**src/rtl/ilv_pkg.sv**
```systemverilog
// Shared definitions for the WiMAX block interleaver ping-pong scheduler.
package ilv_pkg;

    localparam int NCBPS_QPSK = 192;
    localparam int D_ILV      = 16;

    typedef enum logic {
        BANK_A = 1'b0,
        BANK_B = 1'b1
    } bank_sel_t;

    typedef enum logic {
        W_IDLE = 1'b0,
        W_FILL = 1'b1
    } wr_state_t;

    typedef enum logic {
        R_IDLE  = 1'b0,
        R_DRAIN = 1'b1
    } rd_state_t;

    function automatic bank_sel_t other_bank(input bank_sel_t b);
        return (b == BANK_A) ? BANK_B : BANK_A;
    endfunction

endpackage

```
**src/rtl/ilv_wr_addr_gen.sv**
```systemverilog
// First-permutation write address generator: addr = (NCBPS/D)*col + row,
// built incrementally from column/row counters without a multiplier.
module ilv_wr_addr_gen
    import ilv_pkg::*;
#(
    parameter int NCBPS  = NCBPS_QPSK,
    parameter int D      = D_ILV,
    parameter int ADDR_W = 8
)(
    input  logic              clk,
    input  logic              resetN,
    input  logic              flush,
    input  logic              beat,
    output logic [ADDR_W-1:0] addr_w,
    output logic              last_beat
);

    localparam int ROWS  = NCBPS / D;
    localparam int COL_W = (D > 1) ? $clog2(D) : 1;
    localparam int ROW_W = (ROWS > 1) ? $clog2(ROWS) : 1;

    logic [COL_W-1:0] col;
    logic [ROW_W-1:0] row;

    assign last_beat = beat && (col == COL_W'(D - 1)) && (row == ROW_W'(ROWS - 1));

    // Advance column first; wrapping a column steps the row and restarts the address at row+1.
    always_ff @(posedge clk or negedge resetN) begin
        if (!resetN) begin
            col    <= '0;
            row    <= '0;
            addr_w <= '0;
        end else if (flush) begin
            col    <= '0;
            row    <= '0;
            addr_w <= '0;
        end else if (beat) begin
            if (last_beat) begin
                col    <= '0;
                row    <= '0;
                addr_w <= '0;
            end else if (col == COL_W'(D - 1)) begin
                col    <= '0;
                row    <= row + ROW_W'(1);
                addr_w <= ADDR_W'(row) + ADDR_W'(1);
            end else begin
                col    <= col + COL_W'(1);
                addr_w <= addr_w + ADDR_W'(ROWS);
            end
        end
    end

endmodule

```
**src/rtl/ilv_pp_scheduler.sv**
```systemverilog
// Ping-pong bank scheduler for the WiMAX block interleaver: permuted writes into
// one bank while the other full bank is read out linearly through a 2-entry buffer.
module ilv_pp_scheduler
    import ilv_pkg::*;
#(
    parameter int NCBPS  = NCBPS_QPSK,
    parameter int D      = D_ILV,
    parameter int ADDR_W = 8
)(
    input  logic              clk,
    input  logic              resetN,
    input  logic              flush,
    input  logic              valid_in,
    input  logic              d_in,
    output logic              ready_out,
    output logic              wren_A,
    output logic              wren_B,
    output logic [ADDR_W-1:0] wraddress,
    output logic              wrdata,
    output logic              rden_A,
    output logic              rden_B,
    output logic [ADDR_W-1:0] rdaddress,
    input  logic              q_A,
    input  logic              q_B,
    output logic              valid_out,
    output logic              q,
    input  logic              ready_in,
    output logic [1:0]        bank_full
);

    wr_state_t         w_state, w_state_nxt;
    rd_state_t         r_state, r_state_nxt;
    bank_sel_t         w_sel, r_sel, rd_bank;
    logic [1:0]        full, full_nxt;
    logic [ADDR_W-1:0] rd_cnt;
    logic              rd_pend;
    logic              beat, last_beat;
    logic              issue, drain_done, pop, push, push_bit;
    logic [1:0]        occ;
    logic [1:0]        fifo_mem;
    logic              fifo_wr_ptr, fifo_rd_ptr;

    assign ready_out  = resetN && !flush && !full[w_sel];
    assign beat       = valid_in && ready_out;
    assign pop        = valid_out && ready_in;
    assign issue      = full[r_sel] && !flush &&
                        (({1'b0, occ} + {2'b00, rd_pend}) < (3'd2 + {2'b00, pop}));
    assign drain_done = issue && (rd_cnt == ADDR_W'(NCBPS - 1));
    assign push       = rd_pend;
    assign push_bit   = (rd_bank == BANK_A) ? q_A : q_B;
    assign valid_out  = (occ != 2'd0);
    assign q          = valid_out && fifo_mem[fifo_rd_ptr];
    assign bank_full  = full;
    assign rdaddress  = rd_cnt;

    ilv_wr_addr_gen #(
        .NCBPS  (NCBPS),
        .D      (D),
        .ADDR_W (ADDR_W)
    ) u_addr_gen (
        .clk       (clk),
        .resetN    (resetN),
        .flush     (flush),
        .beat      (beat),
        .addr_w    (wraddress),
        .last_beat (last_beat)
    );

    // Write FSM: steer the accepted bit to the bank being filled and track fill progress.
    always_comb begin
        w_state_nxt = w_state;
        wren_A      = 1'b0;
        wren_B      = 1'b0;
        wrdata      = 1'b0;
        if (beat) begin
            wren_A = (w_sel == BANK_A);
            wren_B = (w_sel == BANK_B);
            wrdata = d_in;
        end
        case (w_state)
            W_IDLE:  if (beat && !last_beat) w_state_nxt = W_FILL;
            W_FILL:  if (beat && last_beat)  w_state_nxt = W_IDLE;
            default: w_state_nxt = W_IDLE;
        endcase
        if (flush) w_state_nxt = W_IDLE;
    end

    // Read FSM: issue linear reads of the full bank while the output buffer has room.
    always_comb begin
        r_state_nxt = r_state;
        rden_A      = issue && (r_sel == BANK_A);
        rden_B      = issue && (r_sel == BANK_B);
        case (r_state)
            R_IDLE:  if (full[r_sel] && !drain_done) r_state_nxt = R_DRAIN;
            R_DRAIN: if (drain_done)                 r_state_nxt = R_IDLE;
            default: r_state_nxt = R_IDLE;
        endcase
        if (flush) r_state_nxt = R_IDLE;
    end

    // Full flags: the write side sets its bank on the last beat, the read side clears its bank after the last read.
    always_comb begin
        full_nxt = full;
        if (beat && last_beat) full_nxt[w_sel] = 1'b1;
        if (drain_done)        full_nxt[r_sel] = 1'b0;
    end

    // Bank bookkeeping and read counter state.
    always_ff @(posedge clk or negedge resetN) begin
        if (!resetN) begin
            w_state <= W_IDLE;
            r_state <= R_IDLE;
            w_sel   <= BANK_A;
            r_sel   <= BANK_A;
            rd_bank <= BANK_A;
            full    <= 2'b00;
            rd_cnt  <= '0;
            rd_pend <= 1'b0;
        end else if (flush) begin
            w_state <= W_IDLE;
            r_state <= R_IDLE;
            w_sel   <= BANK_A;
            r_sel   <= BANK_A;
            rd_bank <= BANK_A;
            full    <= 2'b00;
            rd_cnt  <= '0;
            rd_pend <= 1'b0;
        end else begin
            w_state <= w_state_nxt;
            r_state <= r_state_nxt;
            full    <= full_nxt;
            rd_pend <= issue;
            rd_bank <= r_sel;
            if (beat && last_beat) w_sel <= other_bank(w_sel);
            if (drain_done) begin
                r_sel  <= other_bank(r_sel);
                rd_cnt <= '0;
            end else if (issue) begin
                rd_cnt <= rd_cnt + ADDR_W'(1);
            end
        end
    end

    // Two-entry output FIFO fed by the bank read data one cycle after each issue.
    always_ff @(posedge clk or negedge resetN) begin
        if (!resetN) begin
            occ         <= 2'd0;
            fifo_mem    <= 2'b00;
            fifo_wr_ptr <= 1'b0;
            fifo_rd_ptr <= 1'b0;
        end else if (flush) begin
            occ         <= 2'd0;
            fifo_mem    <= 2'b00;
            fifo_wr_ptr <= 1'b0;
            fifo_rd_ptr <= 1'b0;
        end else begin
            if (push) begin
                fifo_mem[fifo_wr_ptr] <= push_bit;
                fifo_wr_ptr           <= ~fifo_wr_ptr;
            end
            if (pop) fifo_rd_ptr <= ~fifo_rd_ptr;
            occ <= occ + {1'b0, push} - {1'b0, pop};
        end
    end

    a_wren_excl: assert property (@(posedge clk) disable iff (!resetN) !(wren_A && wren_B));
    a_rden_excl: assert property (@(posedge clk) disable iff (!resetN) !(rden_A && rden_B));
    a_bank_a_rw: assert property (@(posedge clk) disable iff (!resetN) !(wren_A && rden_A));
    a_bank_b_rw: assert property (@(posedge clk) disable iff (!resetN) !(wren_B && rden_B));
    a_occ_max:   assert property (@(posedge clk) disable iff (!resetN) occ != 2'd3);

endmodule

```
**config.mk**
```make
export PLATFORM = sky130hd
export DESIGN_NAME = ilv_pp_scheduler
export DESIGN_NICKNAME = d
export VERILOG_FILES = /design/src/rtl/ilv_pkg.sv /design/src/rtl/ilv_wr_addr_gen.sv /design/src/rtl/ilv_pp_scheduler.sv
export SDC_FILE = /design/constraint.sdc
export NUM_CORES = 1
export LEC_CHECK = 0
export BUFFER_PORTS_ARGS = -buffer_cell sky130_fd_sc_hd__buf_4
export CAP_MARGIN = 5
export CORE_UTILIZATION = 35
export CTS_CLUSTER_DIAMETER = 50
export DETAILED_ROUTE_END_ITERATION = 6
export SLEW_MARGIN = 20
export SYNTH_ARGS = -nofsm -noshare
export SYNTH_HDL_FRONTEND = slang
export SYNTH_HIERARCHICAL = 1
export SYNTH_SLANG_ARGS = --single-unit
```
**constraint.sdc**
```tcl
create_clock -name clk -period 2.8 [get_ports clk]
set_input_delay 0.28 -clock clk [delete_from_list [all_inputs] [get_ports clk]]
set_output_delay 0.28 -clock clk [all_outputs]
set_load 0.005 [all_outputs]
```
==> flow_summary_export.csv, run 1 <==
group,metric,value,unit
run_status,outcome,"completed",
route,drtPass1Iterations,4,
floorplan,core,0.00527,mm²
clock_network,cts_root_buf,"clkbuf_8",
logic_synthesis,synth-seq-cells,36,
grt,grt_pass1_wl,7240,µm
route,via_per_inst,5.08,
job,max_cap_violations,0,
final_layout,instances_no_fill,313,
place,dpl.hpwl,2990,µm
final_layout,multi_input_area,996,µm²
grt,overflow,0,
final_layout,drive_gt1_share,23.5,%
sta,fmax,426,MHz
floorplan,die_w,77.1,µm
logic_synthesis,yosys_warnings,6,
logic_synthesis,synth-async-reset-ratio,100,%
critical_path,r2r_end,"bank_full[1]",
critical_path,path_class,"reg -> out",
sta,hold_viol_final,0,
critical_path,cp.arrival,2070,ps
place,gp_congestion,0.757,
sta,rsz0062_at_grt,"false",
clock_network,cts.sinks,36,
critical_path,path_max_fanout,11,
pwr,finalPower,1.03,mW
pwr,ir_worst_vdd,0.186,mV
logic_synthesis,ys_types,48,
route,vias,1589,
clock_network,hold_buffers,0,
sta,tns,0,ps
logic_synthesis,synthCells,206,
final_layout,final_util,45.4,%
final_layout,num-fill-cells,537,
sta,skew,5.46,ps
clock_network,clkLatencyLatePin,280,ps
clock_network,cts_tree,"done",
sta,slew_violations,0,
final_layout,fin_nets,258,
route,wl_per_cell,13.1,µm
critical_path,r2r_start,"w_sel",
clock_network,cts_resized,0,
logic_synthesis,synth_nets,222,
final_layout,antenna_cells,0,
final_layout,seq_area,901,µm²
floorplan,start_util,37.5,%
logic_synthesis,syn-cell-area,0.00198,mm²
sta,period_minus_slack,2350,ps
floorplan,rows,26,
clock_network,cts_max_path_buffers,2,
logic_synthesis,avgSynthCellArea,9.59,µm²
place,dp.cells,305,
critical_path,end_kind,"output port",
sta,finalSetupViolCount,0,
sta,worstMarginPinSlew,468,ps
pwr,p_leak,1.13,nW
place,io_buffers,33,
floorplan,dieArea,0.00595,mm²
clock_network,numCtsBuffers,5,
critical_path,required,2520,ps
floorplan,io-pin-count,34,
critical_path,reg2regPathDepth,8,
floorplan,die_h,77.1,µm
logic_synthesis,ys_seq_area_share,45.6,%
clock_network,htree_num_levels,2,
final_layout,areaGrowthSynthToFinish,21.1,%
grt,antenna_found_initial,0,
pwr,powerDensity,430,mW/mm²
grt,grt_pass1_vias,1540,
grt,grt_use_total,15.3,%
logic_synthesis,synth-edff-count,0,
critical_path,rrSetupSlack,500,ps
route,ant_nets,0,
route,routed_wl,4110,µm
hold_path,hold_path_class,"in -> async",
sta,holdWs,44.9,ps
clock_network,clk_pin_slew_worst_paths,70,ps
logic_synthesis,synth_ff_type,"dfrtp_1",
grt,grt_max_degree,38,
clock_network,cts_setup_buffers,0,
critical_path,startpoint_type,"register",
sta,slew_headroom,68.8,%
route,drt_first_iter_violations,52,
sta,min_period_over_period,83.8,%
route,drc_errors,0,
==> state kept, by name, indices dropped and copies added, names as in the netlist <==
| name | cells |
|---|---|
| rdaddress | 8 |
| u_addr_gen/addr_w | 8 |
| u_addr_gen/col | 4 |
| u_addr_gen/row | 4 |
| bank_full | 2 |
| fifo_mem | 2 |
| occ | 2 |
| fifo_rd_ptr | 1 |
| fifo_wr_ptr | 1 |
| push | 1 |
| r_sel | 1 |
| rd_bank | 1 |
| w_sel | 1 |
==> how the worst max path moves through the flow <==
stage,start,to,cells after the start
final,push,rden_A,6
after global routing,w_sel,bank_full[1],8
after CTS,push,rden_A,6
after detailed placement,w_sel,bank_full[1],8
after global placement,w_sel,bank_full[1],8
after floorplan,w_sel,bank_full[1],8
==> cells in the mapped netlist (all sizes together) (2+ instances only) <==
| cell | n | share of area (%) |
|---|---|---|
| nor3 | 4 | 1.6 |
| a41oi | 2 | 0.89 |
| dfrtp | 36 | 46 |
| mux2i | 4 | 2.0 |
| nand4 | 7 | 3.0 |
| a21oi | 16 | 4.4 |
| clkbuf | 2 | 0.38 |
| o21ai | 11 | 2.8 |
| ha | 8 | 5.1 |
| buf | 5 | 1.3 |
| xnor2 | 5 | 2.2 |
| nand4b | 2 | 0.89 |
| and3 | 2 | 0.70 |
| inv | 12 | 2.3 |
| nor2 | 25 | 4.7 |
| nand3 | 10 | 2.5 |
| nand2b | 3 | 0.95 |
| or3 | 3 | 0.95 |
| nand3b | 3 | 1.1 |
| nand2 | 17 | 3.2 |
| and2 | 2 | 0.63 |
| xor2 | 7 | 3.1 |
| mux2 | 3 | 1.7 |
==> cell type report <==
type	instances	share of cell area, %
clock buffer	6	3.45
sequential	36	37.7
clock inverter	2	0.418
inverter	12	1.88
multi-input combinational	151	41.6
timing repair buffer	36	11.3
tap	70	3.66
==> where the power goes <==
part | internal (mW) | switching, mW | leakage [nW] | total (mW)
sequential | 0.530 | 0.0119 | 0.502 | 0.542
clock | 0.196 | 0.182 | 0.0510 | 0.379
combinational | 0.0473 | 0.0594 | 0.582 | 0.107
total | 0.774 | 0.254 | 1.13 | 1.03
==> critical path, stage by stage (launching register included) <==
cell and delay, ps:
dfrtp_1 460, ha_1 230, ha_1 260, o21ai_1 200, nand2_1 290, nor2_1 200, buf_4 140
==> cell families after synthesis <==
group / after synthesis / synth area share (%)
multiplexers: 7 / 3.74
AO/OA/AOI/OAI: 38 / 12.0
adder cells (fa/ha/maj): 8 / 5.07
flip-flops: 36 / 45.6
XOR/XNOR: 12 / 5.32
AND/OR/NAND/NOR: 86 / 24.3
buffers and inverters: 19 / 3.99
==> metal layers <==
layer	share of wire, %	wire length, µm	global-route usage, %	vias to the layer above
met5	0	0	0	-
met4	2.2	90	7.55	0
met3	3.3	134	2.74	7
met2	45	1840	22.9	30
met1	50	2050	21.0	751
li1	-	-	-	801
==> stage by stage <==
step	area [µm²]	setup slack [ps]
after floorplan	1980	782
after global placement	2300	591
after detailed placement	2300	508
after CTS	2390	463
after global routing	2390	267
final	2390	454
==> cells in the final DEF, fill, tap and decap left out, types with 7 or more instances in the layout <==
| master | instances |
|---|---|
| buf_4 | 36 |
| nor2_1 | 25 |
| inv_1 | 11 |
| a21oi_1 | 14 |
| ha_1 | 8 |
| nand2_1 | 17 |
| dfrtp_1 | 36 |
| o21ai_0 | 9 |
| xor2_1 | 7 |
| nand3_1 | 10 |
(Power assumes the default switching activity.)
==> run 2: changes to the inputs <==
Clock period 2.8 ns to 1.9 ns, I/O delays scaled along.
==> flow_summary_export.csv, run 2 (synthesis gave the netlist of run 1 again) <==
group,metric,value,unit
floorplan,die_w,77.1,µm
route,drc_errors,0,
sta,rsz0062_at_grt,"true",
pwr,p_seq_share,48.0,%
clock_network,cts_max_path_buffers,2,
route,drt_first_iter_violations,118,
clock_network,cts_tree,"done",
hold_path,hold_depth,2,
route,routed_wl,4620,µm
sta,finalSetupViolCount,2,
clock_network,numCtsBuffers,5,
final_layout,drive_gt1_share,35.1,%
sta,hold_viol_final,0,
pwr,powerDensity,623,mW/mm²
final_layout,final_cell_mix,"54 x buf_4, 36 x dfrtp_1, 21 x nor2_1",
floorplan,start_util,37.5,%
clock_network,clk_pin_slew_worst_paths,70,ps
pwr,clockPowerShare,40.1,%
route,wl_per_cell,13.8,µm
pwr,swShare,24.0,%
pwr,switchingPower,401,µW
critical_path,required,2080,ps
sta,fin_ws,-19.4,ps
run_status,outcome,"finished with violations",
sta,worstMarginPinSlew,468,ps
grt,antenna_found_initial,0,
sta,min_period_over_period,101,%
grt,grt_pass1_vias,1653,
final_layout,areaGrowthSynthToFinish,35.5,%
final_layout,antenna_cells,0,
grt,grt_pass1_wl,7650,µm
sta,slew_violations,0,
hold_path,hold_path_class,"in -> reg",
final_layout,fin_nets,280,
critical_path,cp.arrival,2100,ps
floorplan,rows,26,
sta,holdWs,193,ps
floorplan,core,0.00527,mm²
clock_network,htree_num_levels,2,
route,ant_nets,0,
critical_path,path_class,"reg -> reg",
sta,fmax,521,MHz
final_layout,instances_no_fill,335,
clock_network,clkLatencyLatePin,300,ps
critical_path,end_kind,"register",
pwr,p_leak,1.25,nW
floorplan,io-pin-count,34,
route,vias,1711,
critical_path,startpoint_type,"register",
route,via_per_inst,5.11,
place,dpl.hpwl,3190,µm
floorplan,dieArea,0.00595,mm²
pwr,p_comb_share,11.8,%
floorplan,die_h,77.1,µm
grt,grt_use_total,16.3,%
final_layout,mostFrequentLayoutCell,"buf_4",
pwr,ir_worst_vdd,0.361,mV
pwr,internal_power,1.27,mW
sta,skew,10.1,ps
route,drtPass1Iterations,4,
critical_path,reg2regPathDepth,10,
place,gp_congestion,0.813,
clock_network,cts.sinks,36,
job,max_cap_violations,0,
sta,slew_headroom,68.8,%
critical_path,path_max_fanout,6,
grt,overflow,0,
place,dp.cells,319,
grt,grt_max_degree,38,
place,pre_cts_ws,-17.2,ps
place,io_buffers,33,
sta,period_minus_slack,1920,ps
run_status,violations,"setup timing",
clock_network,cts_root_buf,"clkbuf_8",
==> run 2: layer usage <==
metal  part of all wire (%)  global-route usage (%)  up-vias
met1                     45                    20.2      826
met5                      0                       0        -
met2                     49                    26.9       36
li1                       -                       -      842
met3                    4.4                    3.81        7
met4                    1.4                    6.79        0
==> run 2: path summary, 6_finish.rpt <==
| path | startpoint | to | slack [ps] |
|---|---|---|---|
| worst max-delay path | w_sel | w_sel | -20 |
| worst min-delay path | flush | occ[0] | 190 |
| worst max register to register | w_sel | w_sel | -20 |
| worst min register to register | u_addr_gen/col[1] | u_addr_gen/col[1] | 520 |
| max in group asynchronous | resetN | u_addr_gen/col[3] | 1070 |
| min in group asynchronous | resetN | rdaddress[3] | 500 |
==> run 2: cell type report <==
class / count / area [µm²]
repair buffers: 58 / 458
multi-input cells: 151 / 1070
clock buffers: 6 / 72.6
inverters: 12 / 47.5
clock inverters: 2 / 35.0
flip-flops and latches: 36 / 901
fillers: 505 / 2590
well taps: 70 / 87.6
==> run 2: through the flow <==
stage          TNS [ps]  util, %  power (mW)  area [µm²]
6_report          -27.0     50.8        1.67        2680
3_3_place_gp          0     45.9       0.986        2420
5_1_grt            -840     50.8        1.75        2680
2_1_floorplan     -12.9        -       0.903        1990
3_5_place_dp      -20.4     45.9       0.989        2420
4_1_cts           -9.50     48.6        1.68        2560
==> run 2: power groups by stage <==
stage | clock [mW] | combinational [mW] | sequential, mW
6_report | 0.669 | 0.198 | 0.801
3_3_place_gp | 0 | 0.171 | 0.815
4_1_cts | 0.694 | 0.189 | 0.798
5_1_grt | 0.721 | 0.227 | 0.804
2_1_floorplan | 0 | 0.0927 | 0.810
3_5_place_dp | 0 | 0.174 | 0.815
==> run 2: what timing repair did <==
action | in CTS | in global routing
endpoints found under the setup margin | 4 | 14
pin swaps | 3 | 9
hold buffers | 1 | 0
resized for setup | 4 | 14
buffers inserted | 1 | 6
endpoints found under the hold margin | 36 | 0
==> run 2: critical path: stages (launching register included) <==
cell	delay (ps)
dfrtp_1	390
mux2_4	310
nor3b_4	230
nand2_2	110
inv_4	90
nand4_4	130
nor2_4	140
buf_4	120
nand3_2	60
xnor2_1	170
nor2_1	50
==> run 3: changes to the inputs <==
Settings changed: CORE_UTILIZATION 35 to 50, PLACE_DENSITY set to 0.75, SLEW_MARGIN 20 to not set.
==> flow_summary_export.csv, run 3 (synthesis gave the netlist of run 1 again) <==
group,metric,value,unit
pwr,p_leak,1.23,nW
critical_path,crit_chain,"mux2_4 > nor3b_4 > nand2_2 > inv_4 > o221ai_1 > or3_1 > a21oi_1",
place,gp_congestion,0.821,
clock_network,cts_max_path_buffers,2,
route,vias,1725,
final_layout,areaGrowthSynthToFinish,29.7,%
critical_path,r2r_end,"u_addr_gen/addr_w[7]",
hold_path,hold_path_class,"in -> reg",
pwr,swShare,25.7,%
critical_path,end_kind,"register",
place,dpl.hpwl,3040,µm
critical_path,cp_num_cells,7,
critical_path,critPathLaunch,"w_sel",
sta,finalSetupViolCount,0,
pwr,switchingPower,388,µW
critical_path,cp-endpoint,"u_addr_gen/addr_w[7]",
final_layout,fin_nets,279,
route,via_per_inst,5.55,
critical_path,rrSetupSlack,9,ps
route,drt_first_iter_violations,119,
pwr,clockPowerShare,34.7,%
pwr,finalPower,1.51,mW
critical_path,critical_path_buf_inv_count,1,
place,io_buffers,33,
sta,fin_ws,9.37,ps
sta,slew_violations,0,
final_layout,final_util,69.0,%
final_layout,mostFrequentLayoutCell,"buf_4",
sta,min_period_over_period,99.5,%
critical_path,startpoint_type,"register",
clock_network,htree_num_levels,2,
critical_path,cp.arrival,2110,ps
final_layout,fin_area,0.00256,mm²
clock_network,cts.sinks,36,
pwr,p_seq_share,52.9,%
route,drc_errors,0,
place,pre_cts_ws,-25.7,ps
pwr,powerDensity,589,mW/mm²
job,max_cap_violations,0,
clock_network,cts_tree,"done",
route,ant_nets,0,
critical_path,required,2120,ps
final_layout,num-fill-cells,309,
floorplan,io-pin-count,34,
sta,period_minus_slack,1890,ps
floorplan,die_h,64.9,µm
run_status,outcome,"completed",
sta,worstMarginPinSlew,475,ps
floorplan,core,0.00372,mm²
critical_path,worst_path_max_delay_cell,"dfrtp_1",
sta,rsz0062_at_grt,"true",
clock_network,clkLatencyLatePin,290,ps
pwr,ir_worst_vdd,0.438,mV
clock_network,cts_root_buf,"clkbuf_8",
floorplan,rows,22,
critical_path,reg2regPathDepth,7,
final_layout,instances_no_fill,311,
critical_path,r2r_start,"w_sel",
pwr,internal_power,1.12,mW
grt,grt_max_degree,38,
floorplan,start_util,53.2,%
critical_path,cpPeakStageDelay,400,ps
sta,slew_headroom,68.4,%
sta,hold_viol_final,0,
critical_path,path_class,"reg -> reg",
grt,grt_pass1_wl,7310,µm
sta,fmax,529,MHz
final_layout,drive_gt1_share,31.9,%
clock_network,clk_pin_slew_worst_paths,70,ps
grt,antenna_found_initial,0,
final_layout,final_cell_mix,"55 x buf_4, 36 x dfrtp_1, 24 x nor2_1",
place,dp.cells,297,
route,drtPass1Iterations,4,
sta,skew,5.81,ps
place,dpl_cell_area,0.00239,mm²
route,routed_wl,4390,µm
pwr,p_comb_share,12.4,%
clock_network,numCtsBuffers,5,
grt,overflow,0,
grt,grt_use_total,22.8,%
grt,grt_pass1_vias,1572,
final_layout,antenna_cells,0,
floorplan,die_w,64.9,µm
critical_path,path_max_fanout,4,
route,wl_per_cell,14.1,µm
floorplan,dieArea,0.00421,mm²
critical_path,path_delay_family,"simple AND/OR/NAND/NOR gates",
[run 3: metal layers]
metal | wire [µm] | global-route usage (%)
met1 | 1960 | 28.6
met2 | 2230 | 38.3
met3 | 155 | 5.46
met4 | 46 | 7.22
met5 | 0 | 0
[run 3: stage by stage]
| step | hold WS, ps | setup TNS [ps] |
|---|---|---|
| after CTS | 286 | 0 |
| after detailed placement | 285 | -25.7 |
| after global placement | 286 | 0 |
| after floorplan | -106 | -12.9 |
| final | 307 | 0 |
| after global routing | 333 | -233 |
[run 3: worst min path at each step]
stage	startpoint	end	slack, ps	depth (start not counted)
after floorplan	resetN	bank_full[0]	-110	0
after global placement	resetN	fifo_rd_ptr	290	2
after detailed placement	resetN	occ[1]	280	2
after CTS	valid_in	w_sel	290	4
after global routing	valid_in	bank_full[1]	330	3
final	valid_in	bank_full[0]	310	3
[run 3: final cells by class]
class	instances	area, µm²	share of cell area, %
well taps	48	60.1	2.34
clock inverters	1	5.00	0.195
multi-input cells	151	1040	40.7
repair buffers	57	434	16.9
clock buffers	6	72.6	2.83
inverters	12	47.5	1.86
flip-flops and latches	36	901	35.2
[run 3: what timing repair did]
action,4_1_cts,5_1_grt
hold buffers,1,0
gates cloned,0,0
pin swaps,1,11
endpoints found under the setup margin,3,10
buffers inserted,1,5
resized for setup,4,5
hold endpoints to repair,36,0
[run 3: worst min-delay path, delay by kind of cell]
family	cells	cell delay (ps)
AO/OA/AOI/OAI	1	170
buffers and inverters	1	130
AND/OR/NAND/NOR	1	60
[run 3: power by group through the flow]
stage	sequential (mW)	combinational (mW)	clock [mW]
finish	0.797	0.188	0.523
global placement	0.814	0.168	0
floorplan	0.810	0.0927	0
detailed placement	0.814	0.171	0
global route	0.800	0.212	0.559
CTS	0.797	0.186	0.534
